**config.mk**
```make
export PLATFORM = sky130hd
export DESIGN_NAME = ring_rr_arbiter
export DESIGN_NICKNAME = d
export VERILOG_FILES = /design/src/rtl/arb_pkg.sv /design/src/rtl/ring_token_ptr.sv /design/src/rtl/ring_rr_arbiter.sv
export SDC_FILE = /design/constraint.sdc
export NUM_CORES = 1
export LEC_CHECK = 0
export ABC_AREA = 1
export CAP_MARGIN = 30
export CORE_UTILIZATION = 45
export CTS_CLUSTER_DIAMETER = 80
export DETAILED_ROUTE_END_ITERATION = 6
export MAX_ROUTING_LAYER = met4
export PLACE_DENSITY_LB_ADDON = 0.1
export RECOVER_POWER = 25
export SLEW_MARGIN = 10
export SYNTH_ARGS = -nofsm -noshare
export SYNTH_HDL_FRONTEND = slang
export SYNTH_SLANG_ARGS = --single-unit
```
**constraint.sdc**
```tcl
create_clock -name Clk -period 4.69 [get_ports Clk]
set_clock_uncertainty 0.2 [all_clocks]
set_input_delay 0.938 -clock Clk [delete_from_list [all_inputs] [get_ports Clk]]
set_output_delay 0.938 -clock Clk [all_outputs]
set_load 0.02 [all_outputs]
```
**src/rtl/arb_pkg.sv**
```systemverilog
// Shared types and ring helpers for the round-robin arbiter.
// Ring helpers operate on a fixed-width vector; callers cast to N bits.
package arb_pkg;

  typedef enum logic [1:0] {
    ARB_IDLE  = 2'd0,
    ARB_GRANT = 2'd1,
    ARB_GAP   = 2'd2
  } arb_state_t;

  localparam int unsigned ARB_MAXN = 32;

  typedef logic [ARB_MAXN-1:0] ring_vec_t;

  // Rotate the low n bits of v left by one, MSB wrapping to bit 0.
  function automatic ring_vec_t rotl1(
    input ring_vec_t   v,
    input int unsigned n
  );
    ring_vec_t r;
    r = '0;
    for (int unsigned i = 0; i < ARB_MAXN; i++) begin
      if (i < n) begin
        if (i == n - 1) r[0] = v[i];
        else            r[(i + 1) % ARB_MAXN] = v[i];
      end
    end
    return r;
  endfunction

  // Index of the set bit of a one-hot vector (0 for all-zero).
  function automatic int unsigned onehot2idx(
    input ring_vec_t v
  );
    int unsigned idx;
    idx = 0;
    for (int unsigned i = 0; i < ARB_MAXN; i++) begin
      if (v[i]) idx = idx | i;
    end
    return idx;
  endfunction

endpackage

```
**src/rtl/ring_token_ptr.sv**
```systemverilog
// One-hot priority token ring for the round-robin arbiter.
// On load the token moves to the slot just after the released grant.
module ring_token_ptr
  import arb_pkg::*;
#(
  parameter int N = 4
) (
  input  logic         Clk,
  input  logic         reset,
  input  logic         load,
  input  logic [N-1:0] gnt_onehot,
  output logic [N-1:0] token
);

  logic [N-1:0] token_q;

  // Token register: bit0 after reset, advances past each served requester.
  always_ff @(posedge Clk or posedge reset) begin
    if (reset) begin
      token_q <= N'(1);
    end else if (load) begin
      token_q <= N'(rotl1(ARB_MAXN'(gnt_onehot), N));
    end
  end

  assign token = token_q;

endmodule

```
**src/rtl/ring_rr_arbiter.sv**
```systemverilog
// Ring-token round-robin arbiter with per-grant hold timeout.
// Define ARB_LOCK_EN to add a lock input that suppresses the timeout.
module ring_rr_arbiter
  import arb_pkg::*;
#(
  parameter int N        = 4,
  parameter int HOLD_MAX = 8
) (
  input  logic                 Clk,
  input  logic                 reset,
  input  logic                 en,
  input  logic [N-1:0]         req,
`ifdef ARB_LOCK_EN
  input  logic                 lock,
`endif
  output logic [N-1:0]         gnt,
  output logic [$clog2(N)-1:0] gnt_id,
  output logic                 busy,
  output logic                 timeout
);

  localparam int IW = $clog2(N);
  localparam int HW = $clog2(HOLD_MAX + 1);

  arb_state_t    state_q;
  logic [N-1:0]  gnt_q;
  logic [IW-1:0] gnt_id_q;
  logic [HW-1:0] hold_q;
  logic          timeout_q;

  logic [N-1:0]  token;
  logic          lock_w;
  logic          pick_found;
  logic [IW-1:0] pick_idx;
  logic [N-1:0]  pick_oh;
  logic          g_req;
  logic          at_max;
  logic          rel;
  logic          rel_to;

`ifdef ARB_LOCK_EN
  assign lock_w = lock;
`else
  assign lock_w = 1'b0;
`endif

  ring_token_ptr #(
    .N (N)
  ) u_token (
    .Clk        (Clk),
    .reset      (reset),
    .load       (rel),
    .gnt_onehot (gnt_q),
    .token      (token)
  );

  // First requester in ring order starting at the token position.
  always_comb begin
    int unsigned   tok_idx;
    int unsigned   j;
    logic [IW-1:0] jx;
    pick_found = 1'b0;
    pick_idx   = '0;
    pick_oh    = '0;
    j          = 0;
    jx         = '0;
    tok_idx    = onehot2idx(ARB_MAXN'(token));
    for (int unsigned k = 0; k < N; k++) begin
      j  = (tok_idx + k) % N;
      jx = IW'(j);
      if (!pick_found && req[jx]) begin
        pick_found = 1'b1;
        pick_idx   = jx;
      end
    end
    pick_oh[pick_idx] = pick_found;
  end

  // Release decision for the grant in progress.
  always_comb begin
    g_req  = req[gnt_id_q];
    at_max = (hold_q == HW'(HOLD_MAX));
    rel    = (state_q == ARB_GRANT) &&
             (!g_req || (at_max && !lock_w));
    rel_to = (state_q == ARB_GRANT) &&
             g_req && at_max && !lock_w;
  end

  // Arbiter FSM with registered grant, id, hold count and timeout.
  always_ff @(posedge Clk or posedge reset) begin
    if (reset) begin
      state_q   <= ARB_IDLE;
      gnt_q     <= '0;
      gnt_id_q  <= '0;
      hold_q    <= '0;
      timeout_q <= 1'b0;
    end else begin
      case (state_q)
        ARB_IDLE: begin
          timeout_q <= 1'b0;
          if (en && pick_found) begin
            gnt_q    <= pick_oh;
            gnt_id_q <= pick_idx;
            hold_q   <= HW'(1);
            state_q  <= ARB_GRANT;
          end
        end
        ARB_GRANT: begin
          if (rel) begin
            gnt_q     <= '0;
            gnt_id_q  <= '0;
            hold_q    <= '0;
            timeout_q <= rel_to;
            state_q   <= ARB_GAP;
          end else begin
            timeout_q <= 1'b0;
            if (!at_max) hold_q <= hold_q + HW'(1);
          end
        end
        ARB_GAP: begin
          timeout_q <= 1'b0;
          state_q   <= ARB_IDLE;
        end
        default: begin
          gnt_q     <= '0;
          gnt_id_q  <= '0;
          hold_q    <= '0;
          timeout_q <= 1'b0;
          state_q   <= ARB_IDLE;
        end
      endcase
    end
  end

  assign gnt     = gnt_q;
  assign gnt_id  = gnt_id_q;
  assign busy    = (state_q != ARB_IDLE);
  assign timeout = timeout_q;

endmodule

```
==> results of run 1 <==
## worst reg2reg max path: cells and delay by family, from the launching register on
family                 cells  cell delay, ns
and+or+nand+nor            9            1.02
buffers and inverters      1            0.08
DFF                        1            0.47
## per-stage QoR
stage               setup slack [ns]  area, um2
finish                          2.06       1360
global route                    1.94       1360
CTS                             2.05       1360
detailed placement              1.92       1320
global placement                2.02       1320
floorplan                       2.67       1150
## cell usage in the layout (no fill, tap or decap)
master            n
nand2_1          53
xor2_1            2
nand2_2          14
dfrtp_1          16
clkbuf_8          1
a31oi_1           2
nor2_4            2
a21oi_1           3
o21ai_1           2
nand2_4           5
nand4_1           3
clkdlybuf4s50_1  13
nand3_2           3
clkbuf_4          3
nor2_2            1
nor2_1            7
o41ai_1           1
nand2_8           1
inv_2             2
inv_1            21
ha_1              2
nand4_4           1
o211ai_1          1
dlygate4sd3_1     1
o21ai_0           4
nand3_1          11
## cell usage after synthesis
cell      count
nand2_1      53
inv_1        21
dfrtp_1      16
nand2_2      14
nand3_1      11
nor2_1        7
nand2_4       5
o21ai_0       4
a21oi_1       3
nand3_2       3
nand4_1       3
a31oi_1       2
ha_1          2
inv_2         2
nor2_4        2
o21ai_1       2
xor2_1        2
nand2_8       1
nand4_4       1
nor2_2        1
o211ai_1      1
o41ai_1       1
## kinds of logic after synthesis
family | count (synthesis)
flops | 16
compound gates | 13
buf+inv | 23
xor+xnor | 2
simple gates | 101
fa+ha+maj | 2
## metal layers
layer,GRT usage [%],up-vias,wire [um]
met3,6.09,2,121
met5,-,-,0
met4,2.63,0,11
met1,26.3,469,1190
li1,-,528,-
met2,34.8,27,1040
## path summary, 6_finish.rpt
path | endpoint | slack [ns] | cells after the start
max | busy | 2.06 | 3
min | hold_q[3] | 0.30 | 1
max reg2reg | gnt[2] | 2.81 | 10
min reg2reg | hold_q[3] | 0.30 | 1
max in group asynchronous | timeout | 2.95 | 2
min in group asynchronous | gnt[3] | 0.95 | 2
## state kept, by name (all words and copies together) (netlist names)
signal and flops:
gnt_id 2, gnt 4, hold_q 4, state_q 2, timeout 1, u_token.token 3
## layout make-up
class | count | share of cell area [%]
clock buffer | 4 | 2.67
multi-input combinational | 118 | 48.6
tap | 28 | 2.58
inverter | 23 | 6.36
timing repair buffer | 14 | 10.3
sequential | 16 | 29.5
## power by group through the flow
stage | registers, W | logic [W] | clock network [W]
floorplan | 0.000238 | 0.000494 | 0
global placement | 0.000225 | 0.000647 | 0
detailed placement | 0.000227 | 0.000658 | 0
CTS | 0.000224 | 0.000662 | 0.0000933
global route | 0.000230 | 0.000739 | 0.000101
finish | 0.000224 | 0.000660 | 0.0000898
==> reports/results.ini, run 1 <==
[critical_path]
worst-path-buf-inv=2
crit_required_ns=3.55
critPathLaunch=state_q[0]
crit_fanout=8
crit_arrival_ns=1.49
path_class=reg -> out
startpoint_type=flop
crit_chain=inv_1, nand2_1, clkdlybuf4s50_1
critical_path.top_delay_family=buffers and inverters
cp-end-kind=primary output
cp_slowest_cell=clkdlybuf4s50_1
slowest_delay_ns=0.54
r2r-start=u_token.token[3]

[final_layout]
regArea_um2=400
final_util_pct=59.1
fin_cells=203
area_delta_synth_final_pct=18.4
drive_gt1_share_pct=18.9
multi_input_area_um2=659
final_nets=185
nFillCells=227
n_antenna_cell=0

[clock_network]
htree_num_levels=1
cts_tree=done
cts_resized=0
cts_made_buffers=3
cts_sinks=16
clockRootBuffer=clkbuf_4
clk_pin_slew_ns=0.09
cts_setup_buffers=0
clock_latency_ns=0.28
cts_hold_buf=0
cts_buffer_depth=2

[yosys]
yosysWarnings=0
yosysSeqAreaShare_pct=34.9
synth_compound_area_share_pct=6.44
yosysTopAreaCell=dfrtp_1
synth_seq_cells=16
syn_area_mm2=0.00115
synth_top_family_by_area=simple AND/OR/NAND/NOR gates
synth_nets=166
synthMuxAreaShare_pct=0
postSynthCellCount=157
synth-adder-area-share_pct=2.18
synth-simple-area-share_pct=47.4
synth.distinct_cells=22
yosys-top-cells-area=dfrtp_1 35%, nand2_1 17%, nand2_2 7.6%, inv_1 6.9%, nand2_4 4.9%
synth_area_per_cell_um2=7.30
synth-xor-area-share_pct=1.53
yosysTopAreaCellShare_pct=34.9

[global_routing]
grt_pass1_vias=976
grt_max_degree=17
grt_usage_pct=21.1
grt_overflow=0
antenna_found_initial=0
grt_first_pass_wirelength_mm=4.13

[floorplan]
io_pins=15
die_w_um=52.5
dieArea_mm2=0.00275
num_rows=17
coreArea_mm2=0.00230
dieHeight_um=52.5
start_util_pct=49.9

[timing]
worstMarginPinSlew_ns=0.601
final-setup-viol-count=0
final_period_minus_worst_setup_slack_ns=2.63
period_share_pct=56.1
grt_setup_unrepaired=false
relSlewSlack_pct=59.9
tns_ns=0
slew_viol_final=0
whs_ns=0.296
clock.fmax_ghz=0.380
hold_violations=0

[pwr]
p_seq_share_pct=23.0
clock_power_share_pct=9.2
sw_frac_of_total_pct=53.4
combPwrFrac_pct=67.8
p_int_w=0.000453
p_leak_nw=0.746
fin_total_pwr_w=0.000973
power_density_mw_per_mm2=717
switching_power_w=0.000520
vdd_drop_max_mv=0.375

[detailed_routing]
drc=0
antenna_left=0
drt_iter0_drc=20
num_vias=1026
dr.pass1.iters=4
wirelength_mm=2.36
wl_per_cell_um=11.6
via_per_inst=5.05

[placed_design]
gp_congestion=0.822
dp.cells=199
portBuffers=14
hpwl_mm=1.90

[job]
maxCapViolations=0

[status]
outcome=finished, final reports clean

[worst_hold_path]
min_path_type=reg -> reg
hp-start=state_q[1]

(Power assumes the default switching activity.)
==> inputs of run 2 (changes only) <==
==> constraint.sdc (replaced) <==
create_clock -name Clk -period 2.58 [get_ports Clk]
set_clock_uncertainty 0.2 [all_clocks]
set_input_delay 0.516 -clock Clk [delete_from_list [all_inputs] [get_ports Clk]]
set_output_delay 0.516 -clock Clk [all_outputs]
set_load 0.02 [all_outputs]
==> run 2 against run 1 <==
Against the previous run:
- total power up 82%
- setup slack worse by 1.7 ns
- flip-flop and latch count unchanged
- count of clock-buffer cells in the layout is the same
- largest cell class unchanged
==> reports/results.ini, run 2 (same netlist as run 1, synthesis figures left out) <==
[status]
outcome=finished, final reports clean

[timing]
worstMarginPinSlew_ns=0.591
clock.fmax_ghz=0.453
final-setup-viol-count=0
tns_ns=0
relSlewSlack_pct=60.5
grt_setup_unrepaired=false
hold_violations=0
final_period_minus_worst_setup_slack_ns=2.21
slew_viol_final=0
period_share_pct=85.6

[worst_hold_path]
hp-start=state_q[1]
holdPathEnd=hold_q[3]
min_path_type=reg -> reg
hold_depth=1

[pwr]
vdd_drop_max_mv=0.687
combPwrFrac_pct=67.8
switching_power_w=0.000949
power_density_mw_per_mm2=1310
p_seq_share_pct=22.9
clock_power_share_pct=9.2
sw_frac_of_total_pct=53.5
p_leak_nw=0.746
p_int_w=0.000824

[detailed_routing]
dr.pass1.iters=4
drc=0
wirelength_mm=2.38
drt_iter0_drc=26
antenna_left=0
wl_per_cell_um=11.7
num_vias=1000
via_per_inst=4.93

[clock_network]
cts_hold_buf=0
clockRootBuffer=clkbuf_4
cts_tree=done
cts_buffer_depth=2
cts_resized=0
clock_latency_ns=0.28
cts_sinks=16
cts_made_buffers=3
cts_setup_buffers=0
htree_num_levels=1
clk_pin_slew_ns=0.09

[global_routing]
grt_overflow=0
grt_max_degree=17
antenna_found_initial=0
grt_first_pass_wirelength_mm=4.10
grt_pass1_vias=958
grt_usage_pct=21.0

[floorplan]
num_rows=17
die_w_um=52.5
dieArea_mm2=0.00275
dieHeight_um=52.5
coreArea_mm2=0.00230
io_pins=15
start_util_pct=49.9

[final_layout]
layout_commonest_cell=nand2_1
layout_common_cells=53 x nand2_1, 21 x inv_1, 16 x dfrtp_1, 14 x nand2_2, 13 x clkdlybuf4s50_1
area_delta_synth_final_pct=18.4
n_antenna_cell=0
drive_gt1_share_pct=18.9
final_nets=185
fin_cells=203

[critical_path]
r2r-start=u_token.token[3]
path_class=reg -> out
crit_arrival_ns=1.49
crit_fanout=8
cp-end-kind=primary output
regToRegSetupSlack_ns=0.67
rr_worst_depth=9
startpoint_type=flop
crit_required_ns=1.86
reg2reg_to=gnt[3]

[placed_design]
portBuffers=14
gp_congestion=0.822
dp.cells=199
hpwl_mm=1.89

[job]
maxCapViolations=0

run 2: cell counts in the layout (fill, tap and decap cells not counted):
No cell type changed its count.
run 2: layout make-up:
cell class / instances / area (um2)
fill: 233 / 940
tap: 28 / 35.0
multi-input combinational: 118 / 659
inverter: 23 / 86.3
clock buffer: 4 / 36.3
sequential: 16 / 400
timing repair buffer: 14 / 140
run 2: metrics by stage:
step           hold slack [ns]  worst slack (ns)  util (%)  instance area [um2]  total power [W]
2_1_floorplan            0.230             0.915         -                 1150          0.00133
3_3_place_gp             0.269             0.329      57.5                 1320          0.00159
3_5_place_dp             0.281             0.241      57.5                 1320          0.00161
4_1_cts                  0.305             0.360      59.1                 1360          0.00178
5_1_grt                  0.338             0.259      59.1                 1360          0.00195
6_report                 0.296             0.370      59.1                 1360          0.00177
run 2: worst max path at each step:
stage                                  end        startpoint  slack [ns]
after floorplan                     gnt[3]  u_token.token[3]        0.92
after CTS                             busy        state_q[0]        0.36
final                                 busy        state_q[0]        0.37
after detailed placement  u_token.token[1]            req[2]        0.24
after global placement    u_token.token[3]            req[2]        0.33
after global routing                  busy        state_q[0]        0.26
run 2: per-layer routing:
layer / vias up / GRT usage (%) / routed length [um]
met3: 2 / 5.22 / 86
li1: 529 / - / -
met5: - / - / 0
met4: 0 / 2.63 / 11
met1: 450 / 27.7 / 1250
met2: 19 / 33.3 / 1040
run 2: worst max-delay path, stage by stage, from the launching register on:
cell             delay (ns)
dfrtp_1                0.37
inv_1                  0.22
nand2_1                0.08
clkdlybuf4s50_1        0.54
run 2: power by group through the flow:
stage / Sequential (W) / Clock, W / Combinational (W)
floorplan: 0.000434 / 0 / 0.000899
global placement: 0.000408 / 0 / 0.00118
detailed placement: 0.000411 / 0 / 0.00120
CTS: 0.000407 / 0.000169 / 0.00121
global route: 0.000417 / 0.000181 / 0.00135
finish: 0.000407 / 0.000164 / 0.00120
==> inputs of run 3 (changes only) <==
--- a/config.mk
+++ b/config.mk
@@ -6,6 +6,7 @@
 export NUM_CORES = 1
 export LEC_CHECK = 0
 export ABC_AREA = 1
+export ABC_CLOCK_PERIOD_IN_PS = 2580
 export CAP_MARGIN = 30
 export CORE_UTILIZATION = 45
 export CTS_CLUSTER_DIAMETER = 80
==> constraint.sdc (replaced) <==
create_clock -name Clk -period 2.58 [get_ports Clk]
set_clock_uncertainty 0.2 [all_clocks]
set_input_delay 0.516 -clock Clk [delete_from_list [all_inputs] [get_ports Clk]]
set_output_delay 0.516 -clock Clk [all_outputs]
set_load 0.05 [all_outputs]
==> results of run 3 <==
Same layout as run 2 (identical final DEF). Status: finished, final reports clean.
Among the figures that moved: setup slack after layout 0.370 ns -> 0.207 ns; total power 0.00177 W -> 0.00186 W; worst IR drop on VDD 0.687 mV -> 0.727 mV
